[config.mk]
export PLATFORM = sky130hd
export DESIGN_NAME = tetris_step_scheduler_flat
export DESIGN_NICKNAME = d
export VERILOG_FILES = /design/src/rtl/tetris_step_scheduler_if.sv /design/src/rtl/tetris_step_scheduler.sv /design/src/flat_wrapper.sv
export SDC_FILE = /design/constraint.sdc
export NUM_CORES = 1
export LEC_CHECK = 0
export CORE_MARGIN = 1
export CORE_UTILIZATION = 60
export DETAILED_ROUTE_END_ITERATION = 8
export PLACE_DENSITY = 0.83
export SLEW_MARGIN = 30
export SYNTH_ARGS = -nofsm -noshare
export SYNTH_HDL_FRONTEND = slang
export SYNTH_SLANG_ARGS = --single-unit
[constraint.sdc]
create_clock -name clk -period 8.3 [get_ports clk]
set_input_delay 0.83 -clock clk [delete_from_list [all_inputs] [get_ports clk]]
set_output_delay 0.83 -clock clk [all_outputs]
set_load 0.05 [all_outputs]
[src/rtl/tetris_step_scheduler_if.sv]
// Operation handshake between the piece scheduler and the playfield datapath.
// The scheduler drives the request side; the playfield answers with ready/ok.
interface tetris_step_scheduler_if;
    logic       op_valid;
    logic [2:0] op_code;
    logic       op_ready;
    logic       op_ok;

    modport master (output op_valid, output op_code, input op_ready, input op_ok);
    modport slave  (input op_valid, input op_code, output op_ready, output op_ok);
endinterface

[src/rtl/tetris_step_scheduler.sv]
// Falling-piece lifecycle sequencer: spawn, gravity, player moves, lock,
// line clear and the line/level/score bookkeeping. Move pulses and gravity
// are folded into sticky pending flags and issued one at a time on the op port.
module tetris_step_scheduler #(
    parameter int GRAV_BASE   = 48,
    parameter int GRAV_STEP   = 4,
    parameter int GRAV_MIN    = 2,
    parameter int SOFT_PERIOD = 2
) (
    input  logic                           clk,
    input  logic                           rst,
    input  logic                           start,
    input  logic                           frame_tick,
    input  logic                           mv_left,
    input  logic                           mv_right,
    input  logic                           mv_rot,
    input  logic                           soft_drop,
    tetris_step_scheduler_if.master        op,
    output logic                           clr_start,
    input  logic                           clr_done,
    input  logic [2:0]                     clr_lines,
    output logic [15:0]                    lines_total,
    output logic [3:0]                     level,
    output logic                           level_up,
    output logic                           score_inc_valid,
    output logic [7:0]                     score_inc,
    output logic                           over
);

    localparam logic [2:0] OP_LEFT  = 3'd1;
    localparam logic [2:0] OP_RIGHT = 3'd2;
    localparam logic [2:0] OP_ROT   = 3'd3;
    localparam logic [2:0] OP_DOWN  = 3'd4;
    localparam logic [2:0] OP_SPAWN = 3'd5;
    localparam logic [2:0] OP_LOCK  = 3'd6;

    typedef enum logic [2:0] {IDLE, SPAWN, FALL, LOCK, CLEAR, OVER} state_t;

    state_t      state_reg;
    logic        op_valid_reg;
    logic [2:0]  op_code_reg;
    logic        clr_start_reg;
    logic        clr_issued_reg;
    logic [15:0] lines_total_reg;
    logic [3:0]  level_reg;
    logic [3:0]  lvl_cnt_reg;
    logic        level_up_reg;
    logic        score_inc_valid_reg;
    logic [7:0]  score_inc_reg;
    logic        over_reg;
    logic [15:0] grav_cnt_reg;
    // Pending flags, index 0=right, 1=left, 2=rotate, 3=down.
    logic [3:0]  pend_reg;
    logic [3:0]  pend_next;
    logic [3:0]  req_vec;

    logic        op_accept;
    logic [31:0] grav_drop;
    logic [15:0] period;
    logic        grav_hit;

    logic [2:0]  clr_n;
    logic [3:0]  clr_pts;
    logic [16:0] lines_sum;
    logic [3:0]  lvl_sum;
    logic [7:0]  score_calc;

    assign op.op_valid       = op_valid_reg;
    assign op.op_code        = op_code_reg;
    assign clr_start         = clr_start_reg;
    assign lines_total       = lines_total_reg;
    assign level             = level_reg;
    assign level_up          = level_up_reg;
    assign score_inc_valid   = score_inc_valid_reg;
    assign score_inc         = score_inc_reg;
    assign over              = over_reg;

    assign op_accept = op_valid_reg & op.op_ready;

    // Gravity period: the level-scaled period is clamped before subtracting,
    // so high levels land on GRAV_MIN instead of wrapping.
    assign grav_drop = 32'(GRAV_STEP) * 32'(level_reg);

    // Select the active gravity period in frames.
    always_comb begin
        if (soft_drop) begin
            period = 16'(SOFT_PERIOD);
        end else if (grav_drop + 32'(GRAV_MIN) >= 32'(GRAV_BASE)) begin
            period = 16'(GRAV_MIN);
        end else begin
            period = 16'(32'(GRAV_BASE) - grav_drop);
        end
    end

    assign grav_hit = frame_tick && (({1'b0, grav_cnt_reg} + 17'd1) >= {1'b0, period});
    assign req_vec  = {grav_hit, mv_rot, mv_left, mv_right};

    // A flag clears only when its own op is accepted; a fresh request in the
    // acceptance cycle re-arms it.
    generate
        for (genvar gi = 0; gi < 4; gi++) begin : g_pend
            localparam logic [2:0] CODE = (gi == 0) ? OP_RIGHT :
                                          (gi == 1) ? OP_LEFT  :
                                          (gi == 2) ? OP_ROT   : OP_DOWN;
            assign pend_next[gi] = (pend_reg[gi] & ~(op_accept && (op_code_reg == CODE)))
                                   | req_vec[gi];
        end
    endgenerate

    // Line-clear bookkeeping; over-range clr_lines counts as four rows.
    assign clr_n = (clr_lines > 3'd4) ? 3'd4 : clr_lines;

    // Points per clear before the level multiplier.
    always_comb begin
        case (clr_n)
            3'd1:    clr_pts = 4'd1;
            3'd2:    clr_pts = 4'd3;
            3'd3:    clr_pts = 4'd5;
            3'd4:    clr_pts = 4'd8;
            default: clr_pts = 4'd0;
        endcase
    end

    assign lines_sum  = {1'b0, lines_total_reg} + {14'd0, clr_n};
    assign lvl_sum    = lvl_cnt_reg + {1'b0, clr_n};
    assign score_calc = {4'd0, clr_pts} * ({4'd0, level_reg} + 8'd1);

    // Lifecycle FSM with all outputs registered.
    always_ff @(posedge clk) begin
        if (rst) begin
            state_reg           <= IDLE;
            op_valid_reg        <= 1'b0;
            op_code_reg         <= 3'd0;
            clr_start_reg       <= 1'b0;
            clr_issued_reg      <= 1'b0;
            lines_total_reg     <= 16'd0;
            level_reg           <= 4'd0;
            lvl_cnt_reg         <= 4'd0;
            level_up_reg        <= 1'b0;
            score_inc_valid_reg <= 1'b0;
            score_inc_reg       <= 8'd0;
            over_reg            <= 1'b0;
            grav_cnt_reg        <= 16'd0;
            pend_reg            <= 4'd0;
        end else begin
            level_up_reg        <= 1'b0;
            score_inc_valid_reg <= 1'b0;
            clr_start_reg       <= 1'b0;
            case (state_reg)
                IDLE, OVER: begin
                    if (start) begin
                        lines_total_reg <= 16'd0;
                        level_reg       <= 4'd0;
                        lvl_cnt_reg     <= 4'd0;
                        grav_cnt_reg    <= 16'd0;
                        pend_reg        <= 4'd0;
                        over_reg        <= 1'b0;
                        state_reg       <= SPAWN;
                    end
                end
                SPAWN: begin
                    if (!op_valid_reg) begin
                        op_valid_reg <= 1'b1;
                        op_code_reg  <= OP_SPAWN;
                    end else if (op.op_ready) begin
                        op_valid_reg <= 1'b0;
                        if (op.op_ok) begin
                            grav_cnt_reg <= 16'd0;
                            pend_reg     <= 4'd0;
                            state_reg    <= FALL;
                        end else begin
                            over_reg  <= 1'b1;
                            state_reg <= OVER;
                        end
                    end
                end
                FALL: begin
                    pend_reg <= pend_next;
                    if (frame_tick) begin
                        grav_cnt_reg <= grav_hit ? 16'd0 : grav_cnt_reg + 16'd1;
                    end
                    if (op_valid_reg) begin
                        if (op.op_ready) begin
                            op_valid_reg <= 1'b0;
                            if (op_code_reg == OP_DOWN && !op.op_ok) begin
                                pend_reg  <= 4'd0;
                                state_reg <= LOCK;
                            end
                        end
                    end else if (|pend_reg) begin
                        op_valid_reg <= 1'b1;
                        if (pend_reg[3]) begin
                            op_code_reg <= OP_DOWN;
                        end else if (pend_reg[2]) begin
                            op_code_reg <= OP_ROT;
                        end else if (pend_reg[1]) begin
                            op_code_reg <= OP_LEFT;
                        end else begin
                            op_code_reg <= OP_RIGHT;
                        end
                    end
                end
                LOCK: begin
                    if (!op_valid_reg) begin
                        op_valid_reg <= 1'b1;
                        op_code_reg  <= OP_LOCK;
                    end else if (op.op_ready) begin
                        op_valid_reg <= 1'b0;
                        state_reg    <= CLEAR;
                    end
                end
                CLEAR: begin
                    if (!clr_issued_reg) begin
                        clr_start_reg  <= 1'b1;
                        clr_issued_reg <= 1'b1;
                    end else if (clr_done) begin
                        lines_total_reg     <= lines_sum[16] ? 16'hFFFF : lines_sum[15:0];
                        score_inc_reg       <= score_calc;
                        score_inc_valid_reg <= 1'b1;
                        if (lvl_sum >= 4'd10) begin
                            lvl_cnt_reg <= lvl_sum - 4'd10;
                            if (level_reg != 4'd15) begin
                                level_reg    <= level_reg + 4'd1;
                                level_up_reg <= 1'b1;
                            end
                        end else begin
                            lvl_cnt_reg <= lvl_sum;
                        end
                        clr_issued_reg <= 1'b0;
                        state_reg      <= SPAWN;
                    end
                end
                default: state_reg <= IDLE;
            endcase
        end
    end

endmodule

[src/flat_wrapper.sv]
// flat-port wrapper written by rule: the top's interface ports become plain ports
module tetris_step_scheduler_flat 
#(
    parameter int GRAV_BASE   = 48,
    parameter int GRAV_STEP   = 4,
    parameter int GRAV_MIN    = 2,
    parameter int SOFT_PERIOD = 2
)
  (clk, rst, start, frame_tick, mv_left, mv_right, mv_rot, soft_drop, clr_start, clr_done, clr_lines, lines_total, level, level_up, score_inc_valid, score_inc, over, op_op_valid, op_op_code, op_op_ready, op_op_ok);
  tetris_step_scheduler_if op_i ();
  input  logic clk;
  input  logic rst;
  input  logic start;
  input  logic frame_tick;
  input  logic mv_left;
  input  logic mv_right;
  input  logic mv_rot;
  input  logic soft_drop;
  output logic clr_start;
  input  logic clr_done;
  input  logic [2:0] clr_lines;
  output logic [15:0] lines_total;
  output logic [3:0] level;
  output logic level_up;
  output logic score_inc_valid;
  output logic [7:0] score_inc;
  output logic over;
  output wire logic [$bits(op_i.op_valid)-1:0] op_op_valid;
  output wire logic [$bits(op_i.op_code)-1:0] op_op_code;
  input wire logic [$bits(op_i.op_ready)-1:0] op_op_ready;
  input wire logic [$bits(op_i.op_ok)-1:0] op_op_ok;
  assign op_op_valid = op_i.op_valid;
  assign op_op_code = op_i.op_code;
  assign op_i.op_ready = op_op_ready;
  assign op_i.op_ok = op_op_ok;
  tetris_step_scheduler #(.GRAV_BASE(GRAV_BASE), .GRAV_STEP(GRAV_STEP), .GRAV_MIN(GRAV_MIN), .SOFT_PERIOD(SOFT_PERIOD)) u_core (.clk(clk), .rst(rst), .start(start), .frame_tick(frame_tick), .mv_left(mv_left), .mv_right(mv_right), .mv_rot(mv_rot), .soft_drop(soft_drop), .op(op_i), .clr_start(clr_start), .clr_done(clr_done), .clr_lines(clr_lines), .lines_total(lines_total), .level(level), .level_up(level_up), .score_inc_valid(score_inc_valid), .score_inc(score_inc), .over(over));
endmodule
# After elaboration in Yosys (flattened, before gate mapping)
# Cells that the tools add are included.
# W data, S select, Z words.
# totals
regBits	64
latchBits	0
mem_bits_rw	0
romBits	0
inputBits	14
out_inout_bits	36
elab_cells	172
mem_count	0
# op_classes
n_addsub	9
n_mul	1
div_mod_pow	0
magnitude_cmp	4
eq_ne	33
shift	0
muxes	67
bitwise	17
n_reduce_logical	27
# ops
op	count
$mux W16	11
$mux W4	14
$mux W3	18
$pmux W16 S3	1
$ge A32 B6 Y1 const B	1
$pmux W16 S2	1
$ne A2 B2 Y1 const B	11
$eq A3 B2 Y1 const B	6
$add A16 B1 Y17 const B	1
$add A16 B3 Y17	1
$ge A17 B16 Y1	1
$add A16 B1 Y16 const B	1
$ne A2 B1 Y1 const B	8
$pmux W4 S2	2
$pmux W4 S4	1
$pmux W3 S5	1
$reduce_and A5 Y1	3
$mux W1	13
$eq A3 B3 Y1 const B	4
$pmux W4 S3	1
$reduce_and A6 Y1	2
$reduce_and A10 Y1	1
$eq A3 B1 Y1 const B	3
$pmux W3 S3	1
26 further kinds	51

# Depth between registers and ports, before layout
# logic_depth
depth_word	11
mapped_depth	15
ltp_nobuf	15

# Worst setup path after synthesis
# OpenSTA, ideal clock, no wires.
# synth_path
path_type	reg2reg
start	register u_core.level_reg[0] (netlist: u_core.level[0])
end	register u_core.score_inc_reg[7] (netlist: u_core.score_inc[7])
setup_time_ps	70
t_arrival_ps	3619
setup_slack_ps	4611
stages_incl_launch_ff	15
cell_sequence	dfxtp_1 > clkbuf_1 > inv_1 > ha_1 > and2_1 > fa_1 > inv_1 > fa_1 > inv_1 > ha_1 > a21oi_1 > o21ai_0 > xnor2_1 > nand2_1 > a21oi_1
# synth_via
elab_chain_cells	2
# synth_lines
item	line_no	source
from (decl)	tetris_step_scheduler.sv:45	logic [3:0] level_reg;
from (signal assigned)	tetris_step_scheduler.sv:223	level_reg <= level_reg + 4'd1;
$add A4 B1 Y5	tetris_step_scheduler.sv:126	assign score_calc = {4'd0, clr_pts} * ({4'd0, level_reg} + 8'd1);
$mul A4 B8 Y8	tetris_step_scheduler.sv:126	
to (signal assigned)	tetris_step_scheduler.sv:218	score_inc_reg <= score_calc;
to (decl)	tetris_step_scheduler.sv:49	logic [7:0] score_inc_reg;
# Every way passes these cells.
# A chain may end at the register's enable or synchronous reset.

# Worst setup path in the final report
# layout_path
start	input port clr_lines[2]
end	register u_core.score_inc_reg[7] (netlist: u_core.score_inc[7])
# layout_via
elab_chain_cells	5
elab_cells_between_ends	8
cone_classes	mul: 1; order compare: 1; eq/ne: 4; mux: 2
# layout_lines
item	line_no	source
from (decl)	flat_wrapper.sv:21	input logic [2:0] clr_lines;
$gt A3 B3 Y1	tetris_step_scheduler.sv:111	assign clr_n = (clr_lines > 3'd4) ? 3'd4 : clr_lines;
$mux W3 *	tetris_step_scheduler.sv:111	
$eq A3 B3 Y1, or another cell as far along	tetris_step_scheduler.sv:115	case (clr_n)
$pmux W4 S4 *	tetris_step_scheduler.sv:115	
$mul A4 B8 Y8 *	tetris_step_scheduler.sv:126	
# Mark *: on every way between the ends. The rest lies on a longest branch, timed or not.

==> flow_metrics.env <==
export IMPL_ctsHtreeMaxLevel=3
export IMPL_nets=649
export IMPL_fmax_ghz=0.240
export IMPL_r2r_end="u_core.score_inc[7]$_SDFFE_PP0P_"
export IMPL_initial_core_util_pct=63.2
export IMPL_ys_seq_elements=64
export IMPL_die_width_um=87.5
export IMPL_fillers=541
export IMPL_worstSetupStartpointType="primary input"
export IMPL_path_clk_slew_ns=0.08
export IMPL_dieArea_mm2=0.00766
export IMPL_post_route_drc_count=0
export IMPL_post_cts_buffers=0
export IMPL_finalSetupTns_ns=0
export IMPL_clk_latency_ns=0.35
export IMPL_hold_path_cell_count=2
export IMPL_hold_violations=0
export IMPL_gp_congestion=0.879
export IMPL_syn_avg_cell_area_um2=8.06
export IMPL_slew_headroom_pct=41.2
export IMPL_numCtsBuffers=9
export IMPL_dp_hpwl_um=7140
export IMPL_drv_slew=0
export IMPL_crit_path_end_kind="flip-flop"
export IMPL_synth_edf_count=0
export IMPL_drive_gt1_share_pct=5.72
export IMPL_area_delta_synth_final_pct=15.7
export IMPL_synth_top_cells_by_count="dfxtp_1 (64), nand2_1 (59), nor2_1 (53), a21oi_1 (46), ha_1 (36)"
export IMPL_ys_top_cells_by_area="dfxtp_1 (29%), ha_1 (10%), a21oi_1 (5.2%)"
export IMPL_vias=4103
export IMPL_p_leak_uw=0.00205
export IMPL_r2r_start="u_core.level[0]$_SDFFE_PP0P_"
export IMPL_holdCritStartpoint="u_core.score_inc[2]$_SDFFE_PP0P_"
export IMPL_path_max_fanout=9
export IMPL_clkSinkCount=64
export IMPL_root_buffer="clkbuf_8"
export IMPL_holdWs_ns=0.455
export IMPL_ctsHoldBuffers=0
export IMPL_detail_route_antenna_nets=0
export IMPL_multi_input_comb_area_mm2=0.00292
export IMPL_die_h_um=87.5
export IMPL_wl_per_cell_um=14.6
export IMPL_cts_resized=0
export IMPL_ys_seq_area_share_pct=29.2
export IMPL_coreArea_mm2=0.00694
export IMPL_grt_pass1_vias=3783
export IMPL_antenna_found_initial=0
export IMPL_yosys_area_top_type="dfxtp_1"
export IMPL_power_density_mw_per_mm2=171
export IMPL_r2r_slack_ns=4.62
export IMPL_synth_top_area_share_pct=29.2
export IMPL_grt_overflow=0
export IMPL_syn_area_mm2=0.00439
export IMPL_ys_flop_type="dfxtp_1"
export IMPL_rows=30
export IMPL_ios=50
export IMPL_ir_drop_v=0.000181
export IMPL_diodes=0
export IMPL_hold_end="u_core.score_inc[2]$_SDFFE_PP0P_"
export IMPL_first_pass_iters=5
export IMPL_cts_buffer_depth=2
export IMPL_path_cells="clkdlybuf4s50_1 -> nand2b_1 -> inv_1 -> nand2_1 -> nor2_1 -> fa_1 -> inv_1 -> fa_1 -> inv_1 -> ha_1 -> a21oi_1 -> o21ai_0 -> xnor2_1 -> nand2_1 -> a21oi_1"
export IMPL_viasPerCell=5.95
export IMPL_regArea_mm2=0.00128
export IMPL_crit_arrival_ns=4.43
export IMPL_critPathSlowestCell="clkdlybuf4s50_1"
export IMPL_fin_crit_sh_pct=50.2
export IMPL_synthArstFlopShare_pct=0
export IMPL_min_period_ns=4.16
export IMPL_tightest_slew_ns=0.882
export IMPL_synth_most_common_cell="dfxtp_1"
export IMPL_reg2reg_depth=13
export IMPL_required_ns=8.56
export IMPL_grt_max_degree=48
export IMPL_crit_type="in -> reg"
export IMPL_cts_tree="done"
export IMPL_postLayoutCoreUtil_pct=73.1
export IMPL_max_stage_delay_ns=0.69
export IMPL_run_status="finished, final reports clean"
export IMPL_drt_initial_drc_count=217
export IMPL_portBuffers=49
export IMPL_rsz0062_at_grt="no"
export IMPL_ys_warn_count=0
export IMPL_crit_top_cell="inv_1"
export IMPL_synth_distinct_cells=67
export IMPL_synth_cells=544
export IMPL_grt_pass1_wl_um=17200
export IMPL_drv_cap=0
export IMPL_track_usage_pct=28.4
export IMPL_drt_wl_total_um=10100
export IMPL_hold_class="reg -> reg"
export IMPL_setup_viol=0
export IMPL_worst_clock_skew_ns=0.0131
-- power breakdown --
part / switching (uW) / total (uW) / internal (uW)
Combinational: 162 / 267 / 105
Clock: 123 / 234 / 111
Sequential: 41.7 / 367 / 325
-- routing by layer --
metal / global-route usage, % / up-vias / wire length, um
li1: - / 2040 / -
met1: 38.0 / 1905 / 4640
met2: 47.4 / 145 / 4730
met3: 3.51 / 13 / 553
met4: 9.39 / 0 / 138
met5: 0 / - / 0
-- cell type report --
class                      count  share of cell area [%]
inverter                      27                    2.00
sequential                    64                    25.2
timing repair buffer          50                    9.71
clock buffer                  10                    2.71
tap                           96                    2.37
clock inverter                 4                   0.444
multi-input combinational    439                    57.5
-- placed cells by master, fill, tap and decap left out, types with 11 or more instances in the layout --
master and count:
dfxtp_1 64, nand3_1 20, a22oi_1 12, o21ai_0 27
inv_1 26, nor2_1 53, a21oi_1 46, ha_1 36
a21o_1 13, nand4_1 11, nand2_1 59, xnor2_1 16
clkdlybuf4s50_1 48
-- metrics by stage --
stage | total power [uW] | setup slack (ns) | instances | cell area, um^2
finish | 868 | 4.14 | 690 | 5080
detailed placement | 637 | 3.82 | 676 | 4920
floorplan | 579 | 4.61 | 553 | 4420
global placement | 629 | 3.94 | 676 | 4910
global route | 917 | 3.89 | 690 | 5080
CTS | 869 | 4.16 | 690 | 5080
-- worst max-delay path, delay by kind of cell --
family | cells | cell delay (ns)
adder cells (fa/ha/maj) | 3 | 1.37
buffers and inverters | 4 | 0.93
AND/OR/NAND/NOR | 4 | 0.57
AO/OA/AOI/OAI | 3 | 0.54
XOR/XNOR | 1 | 0.18
-- cell families after synthesis --
logic type | count (synthesis) | synth area share [%]
XOR/XNOR | 23 | 4.59
AO/OA/AOI/OAI | 153 | 23.1
other | 1 | 0.0855
adder cells (fa/ha/maj) | 44 | 13.9
buffers and inverters | 50 | 4.99
AND/OR/NAND/NOR | 206 | 23.4
multiplexers | 3 | 0.713
flip-flops | 64 | 29.2
-- worst max-delay path by stage --
stage | startpoint | to | slack [ns] | depth (start not counted)
floorplan | u_core.level[0]$_SDFFE_PP0P_ | u_core.score_inc[7]$_SDFFE_PP0P_ | 4.61 | 14
global placement | clr_lines[2] | u_core.score_inc[7]$_SDFFE_PP0P_ | 3.94 | 14
detailed placement | clr_lines[2] | u_core.score_inc[7]$_SDFFE_PP0P_ | 3.82 | 15
CTS | clr_lines[2] | u_core.score_inc[7]$_SDFFE_PP0P_ | 4.16 | 15
global route | clr_lines[2] | u_core.score_inc[7]$_SDFFE_PP0P_ | 3.89 | 15
finish | clr_lines[2] | u_core.score_inc[7]$_SDFFE_PP0P_ | 4.14 | 15
Note: power is estimated with default switching activity, not from simulation.
